<file path="src/rtl/bg_scroll_ctrl.sv">
// Frame-synchronous background scroll sequencer: steps the row offset once per
// frame at the start of vertical blank and supplies the matching ROM base address.
module bg_scroll_ctrl #(
  parameter int unsigned ROWS   = 558,
  parameter int unsigned ROW_W  = 160,
  parameter int unsigned TICK_V = 480
) (
  input  logic        clk_25MHz,
  input  logic        rst,
  input  logic [9:0]  h_cnt,
  input  logic [9:0]  v_cnt,
  input  logic        start,
  input  logic        pause,
  input  logic        stop,
  input  logic [1:0]  speed,
  output logic [9:0]  scroll_row,
  output logic [16:0] base_addr,
  output logic        frame_tick,
  output logic        running
);

  localparam int unsigned ROW_BITS  = 10;
  localparam int unsigned ADDR_BITS = 17;
  localparam logic [ROW_BITS-1:0]  ROW_MAX  = ROW_BITS'(ROWS - 1);
  localparam logic [ADDR_BITS-1:0] BASE_MAX = ADDR_BITS'((ROWS - 1) * ROW_W);

  typedef enum logic [1:0] {
    IDLE   = 2'd0,
    RUN    = 2'd1,
    PAUSED = 2'd2
  } state_t;

  state_t              state;
  state_t              state_next;
  logic [1:0]          div;
  logic [1:0]          div_next;
  logic [1:0]          step;
  logic [ROW_BITS-1:0] row_next;
  logic                tick_now;

  assign tick_now = (h_cnt == '0) && (v_cnt == ROW_BITS'(TICK_V));

  // State register
  always_ff @(posedge clk_25MHz) begin
    if (rst) state <= IDLE;
    else     state <= state_next;
  end

  // Next-state logic; stop has priority over every other control
  always_comb begin
    state_next = state;
    if (stop) begin
      state_next = IDLE;
    end else begin
      case (state)
        IDLE:    if (start)  state_next = RUN;
        RUN:     if (pause)  state_next = PAUSED;
        PAUSED:  if (!pause) state_next = RUN;
        default: state_next = IDLE;
      endcase
    end
  end

  // Offset/divider next values; speed only matters on a RUN tick
  always_comb begin
    row_next = scroll_row;
    div_next = div;
    step     = 2'd0;
    if (stop) begin
      row_next = ROW_MAX;
      div_next = 2'd0;
    end else if ((state == IDLE) && start) begin
      div_next = 2'd0;
    end else if ((state == RUN) && tick_now) begin
      div_next = div + 2'd1;
      case (speed)
        2'd0:    step = (div == 2'd3) ? 2'd1 : 2'd0;
        2'd1:    step = {1'b0, div[0]};
        2'd2:    step = 2'd1;
        default: step = 2'd2;
      endcase
      // Modulo-ROWS decrement without ever forming an out-of-range value
      if (step == 2'd1) begin
        row_next = (scroll_row == '0) ? ROW_MAX : scroll_row - ROW_BITS'(1);
      end else if (step == 2'd2) begin
        if (scroll_row == '0)
          row_next = ROW_MAX - ROW_BITS'(1);
        else if (scroll_row == ROW_BITS'(1))
          row_next = ROW_MAX;
        else
          row_next = scroll_row - ROW_BITS'(2);
      end
    end
  end

  // Registered outputs; base_addr trails scroll_row by one clock
  always_ff @(posedge clk_25MHz) begin
    if (rst) begin
      scroll_row <= ROW_MAX;
      div        <= 2'd0;
      base_addr  <= BASE_MAX;
      frame_tick <= 1'b0;
      running    <= 1'b0;
    end else begin
      scroll_row <= row_next;
      div        <= div_next;
      base_addr  <= ADDR_BITS'(scroll_row) * ADDR_BITS'(ROW_W);
      frame_tick <= tick_now;
      running    <= (state_next == RUN);
    end
  end

endmodule

</file>
<file path="config.mk">
export PLATFORM = sky130hd
export DESIGN_NAME = bg_scroll_ctrl
export DESIGN_NICKNAME = d
export VERILOG_FILES = /design/src/rtl/bg_scroll_ctrl.sv
export SDC_FILE = /design/constraint.sdc
export NUM_CORES = 1
export LEC_CHECK = 0
export BUFFER_PORTS_ARGS = -buffer_cell sky130_fd_sc_hd__buf_2
export CAP_MARGIN = 20
export CORE_MARGIN = 1
export CORE_UTILIZATION = 52
export CTS_BUF_LIST = sky130_fd_sc_hd__clkbuf_16
export DETAILED_ROUTE_END_ITERATION = 12
export MAX_ROUTING_LAYER = met4
export PLACE_DENSITY = 0.83
export SYNTH_ARGS = -nofsm -noshare
export SYNTH_HDL_FRONTEND = slang
export SYNTH_SLANG_ARGS = --single-unit
</file>
<file path="constraint.sdc">
create_clock -name clk_25MHz -period 2.8 [get_ports clk_25MHz]
set_clock_uncertainty 0.2 [all_clocks]
set_input_delay 0.14 -clock clk_25MHz [delete_from_list [all_inputs] [get_ports clk_25MHz]]
set_output_delay 0.14 -clock clk_25MHz [all_outputs]
set_load 0.01 [all_outputs]
</file>
==> results.json <==
{
  "cell_taking_the_most_area_after_synthesis": "sky130_fd_sc_hd__dfxtp_1",
  "holdCritPathClass": "in2reg",
  "final.setup.tns_ns": 0,
  "min_path_cells": 4,
  "clock-root-buffer": "sky130_fd_sc_hd__clkbuf_16",
  "timing.max_slew.rel_slack": 0.510,
  "cts.htree.levels": 1,
  "fin_total_pwr_uw": 891,
  "drtPass1Iterations": 5,
  "drt-wirelength-per-cell_um": 14.5,
  "grt.total_usage": 0.263,
  "hold_viol_final": 0,
  "place_inst": 337,
  "timing.final.max_slew_violations": 0,
  "r2r_slack_ns": 0.26,
  "finalCritPeriodShare": 0.908,
  "max-cap-violations": 0,
  "max_clock_freq_ghz": 0.393,
  "global_routing_usage_on_met2": 0.444,
  "timing.reg2reg.worst_path_depth": 7,
  "ys_top_cells_by_area": "sky130_fd_sc_hd__dfxtp_1, sky130_fd_sc_hd__ha_1, sky130_fd_sc_hd__o21ai_0",
  "ys_async_sr_fraction": 0,
  "detailedPlace.worstSlack_ns": 0.224,
  "initial_core_util": 0.543,
  "worst_path_max_fanout": 9,
  "synth_edf_count": 0,
  "ir_drop_mv": 0.435,
  "cp-start-kind": "flop",
  "die_width_um": 63.8,
  "whs_endpoint": "frame_tick$_SDFF_PP0_",
  "design.die.area_sq_um": 4070,
  "final.min_clock_period_ns": 2.54,
  "clock_transition_at_the_registers_of_the_reported_paths_ns": 0.07,
  "synthesis_warnings": 0,
  "grt_max_degree": 17,
  "yosys_most_used_dff": "sky130_fd_sc_hd__dfxtp_1",
  "status": "finished clean",
  "wire_length_of_the_first_global_routing_pass_mm": 8.25,
  "clock_tree.buffer_depth": 2,
  "synth_top_cell_area_share": 0.282,
  "drtIter0Drc": 136,
  "worstSetupEndpointType": "flop",
  "total_leakage_power_nw": 1.06,
  "layout.cells.most_common_list": "sky130_fd_sc_hd__buf_2, sky130_fd_sc_hd__dfxtp_1, sky130_fd_sc_hd__ha_1",
  "number_of_antenna_violations_at_the_first_check_in_global_routing": 0,
  "globalRoute.busiestLayer": "met2",
  "cts_tree": "yes",
  "timing.critical_path.arrival_ns": 2.54,
  "post-route-drc-count": 0,
  "crit_path_start": "scroll_row[5]$_SDFFE_PP1P_",
  "post_synthesis_register_bit_count": 28,
  "diodes": 0,
  "syn2layout_area_growth_pct": 22.6,
  "port-buffer-count": 50,
  "globalRouteMet3Util": 0.0464,
  "grt_setup_unrepaired": "no",
  "pwr_density_cell_nw_per_um2": 366,
  "critical_path.reg2reg.endpoint": "base_addr[16]$_SDFF_PP1_",
  "seq_area_frac_synth": 0.282,
  "layout_setup_ws_ns": 0.258,
  "cp.required_ns": 2.80,
  "final_nets": 347,
  "number_of_core_rows": 22,
  "gpl.final_weighted_congestion": 0.970,
  "met1_layer_usage_reported_by_global_route": 0.317,
  "clock_sink_count": 28,
  "overflow": 0,
  "final_setup_fails": 0,
  "regToRegStartpoint": "scroll_row[5]$_SDFFE_PP1P_",
  "holdCritStartpoint": "h_cnt[8]",
  "overall_via_count_from_detail_route": 2015,
  "post_cts_buffers": 0,
  "drive_gt1_frac": 0.239,
  "drt_wl_total_mm": 5.00,
  "route.detailed.vias_per_inst": 5.84,
  "number_of_instances_in_the_synthesized_netlist": 242,
  "post_synth_num_cell_types": 57,
  "io_pins": 56,
  "tightestPinTransition_ns": 0.729,
  "syn_area_per_cell_sq_um": 8.21,
  "area_of_the_mapped_netlist_sq_um": 1990,
  "clock_insertion_delay_worst_skew_ns": 0.27,
  "layout.core_utilization": 0.665,
  "setup.worst_path.class": "reg2reg",
  "mostFrequentLayoutCell": "sky130_fd_sc_hd__buf_2",
  "layout.cells.non_filler": 345,
  "grt_pass1_vias": 1837,
  "core_region_area_sq_um": 3660,
  "ant_nets": 0,
  "floorplan.die.height_um": 63.8,
  "dp_hpwl_mm": 3.73,
  "tritoncts.num_buffers": 3
}
## cell families (layout without fill, tap and decap cells)
family,after synthesis,after routing,synth area share
AO/OA/AOI/OAI,60,60,0.198
flip-flops,28,28,0.282
adder cells (fa/ha/maj),22,22,0.142
XOR/XNOR,5,5,0.0220
AND/OR/NAND/NOR,99,99,0.283
buffers and inverters,24,75,0.0548
other,1,5,0.00189
multiplexers,3,3,0.0157
## layout make-up
class	instances	area, sq um
inverter	11	41.3
fill	320	1220
multi-input combinational	194	1330
clock inverter	1	30.0
sequential	28	562
tap	48	60.1
clock buffer	3	75.1
timing repair buffer	60	335
## cell usage after synthesis (all sizes together), types with 3 or more instances
master / count
a211oi: 4
a21oi: 11
a31oi: 6
and2: 4
buf: 7
clkbuf: 6
dfxtp: 28
ha: 21
inv: 11
nand2: 19
nand2b: 3
nand3: 7
nor2: 21
nor2b: 8
nor3: 9
nor3b: 5
nor4: 6
nor4b: 3
o21ai: 16
o21bai: 3
xnor2: 4
## worst max-delay path by stage
| stage | end | cells past startpoint |
|---|---|---|
| 2_1_floorplan | base_addr[15]$_SDFF_PP0_ | 7 |
| 3_3_place_gp | base_addr[16]$_SDFF_PP1_ | 9 |
| 3_5_place_dp | base_addr[16]$_SDFF_PP1_ | 9 |
| 4_1_cts | base_addr[16]$_SDFF_PP1_ | 9 |
| 5_1_grt | base_addr[16]$_SDFF_PP1_ | 7 |
| 6_report | base_addr[16]$_SDFF_PP1_ | 7 |
## timing repair
item | 4_1_cts | 5_1_grt
hold buffers | 4 | 0
hold endpoints to repair | 5 | 0
resized for setup | 0 | 1
endpoints found under the setup margin | 0 | 1
## per-stage QoR
| stage | hold WS, ns | instance area, sq um |
|---|---|---|
| final | 0.0163 | 2440 |
| after global routing | 0.0469 | 2440 |
| after CTS | 0.0130 | 2430 |
| after detailed placement | 0.170 | 2290 |
| after global placement | 0.163 | 2290 |
| after floorplan | 0.0538 | 2000 |
## state kept, by name, indices dropped and copies added (netlist names)
| signal | count |
|---|---|
| frame_tick | 1 |
| div | 2 |
| base_addr | 12 |
| scroll_row | 10 |
| running | 1 |
| state | 2 |
## critical path, stage by stage, from the launching register on
cell and delay [ns]:
sky130_fd_sc_hd__dfxtp_1 0.53, sky130_fd_sc_hd__ha_1 0.31, sky130_fd_sc_hd__ha_1 0.34, sky130_fd_sc_hd__nor2b_1 0.15, sky130_fd_sc_hd__o21ai_0 0.24, sky130_fd_sc_hd__a21oi_1 0.16, sky130_fd_sc_hd__o41ai_1 0.33, sky130_fd_sc_hd__mux2i_1 0.22
## metal layers
metal	routed length (um)	part of all wire
met1	2100	0.42
met2	2480	0.50
met3	330	0.066
met4	93	0.019
met5	0	0
## power breakdown
group / total (mW) / leakage, nW / switching (mW) / internal [mW]
combinational: 0.0627 / 0.788 / 0.0337 / 0.0291
sequential: 0.400 / 0.226 / 0.000984 / 0.399
clock: 0.428 / 0.0511 / 0.143 / 0.285
total: 0.891 / 1.06 / 0.177 / 0.714
Note: power is estimated with default switching activity, not from simulation.
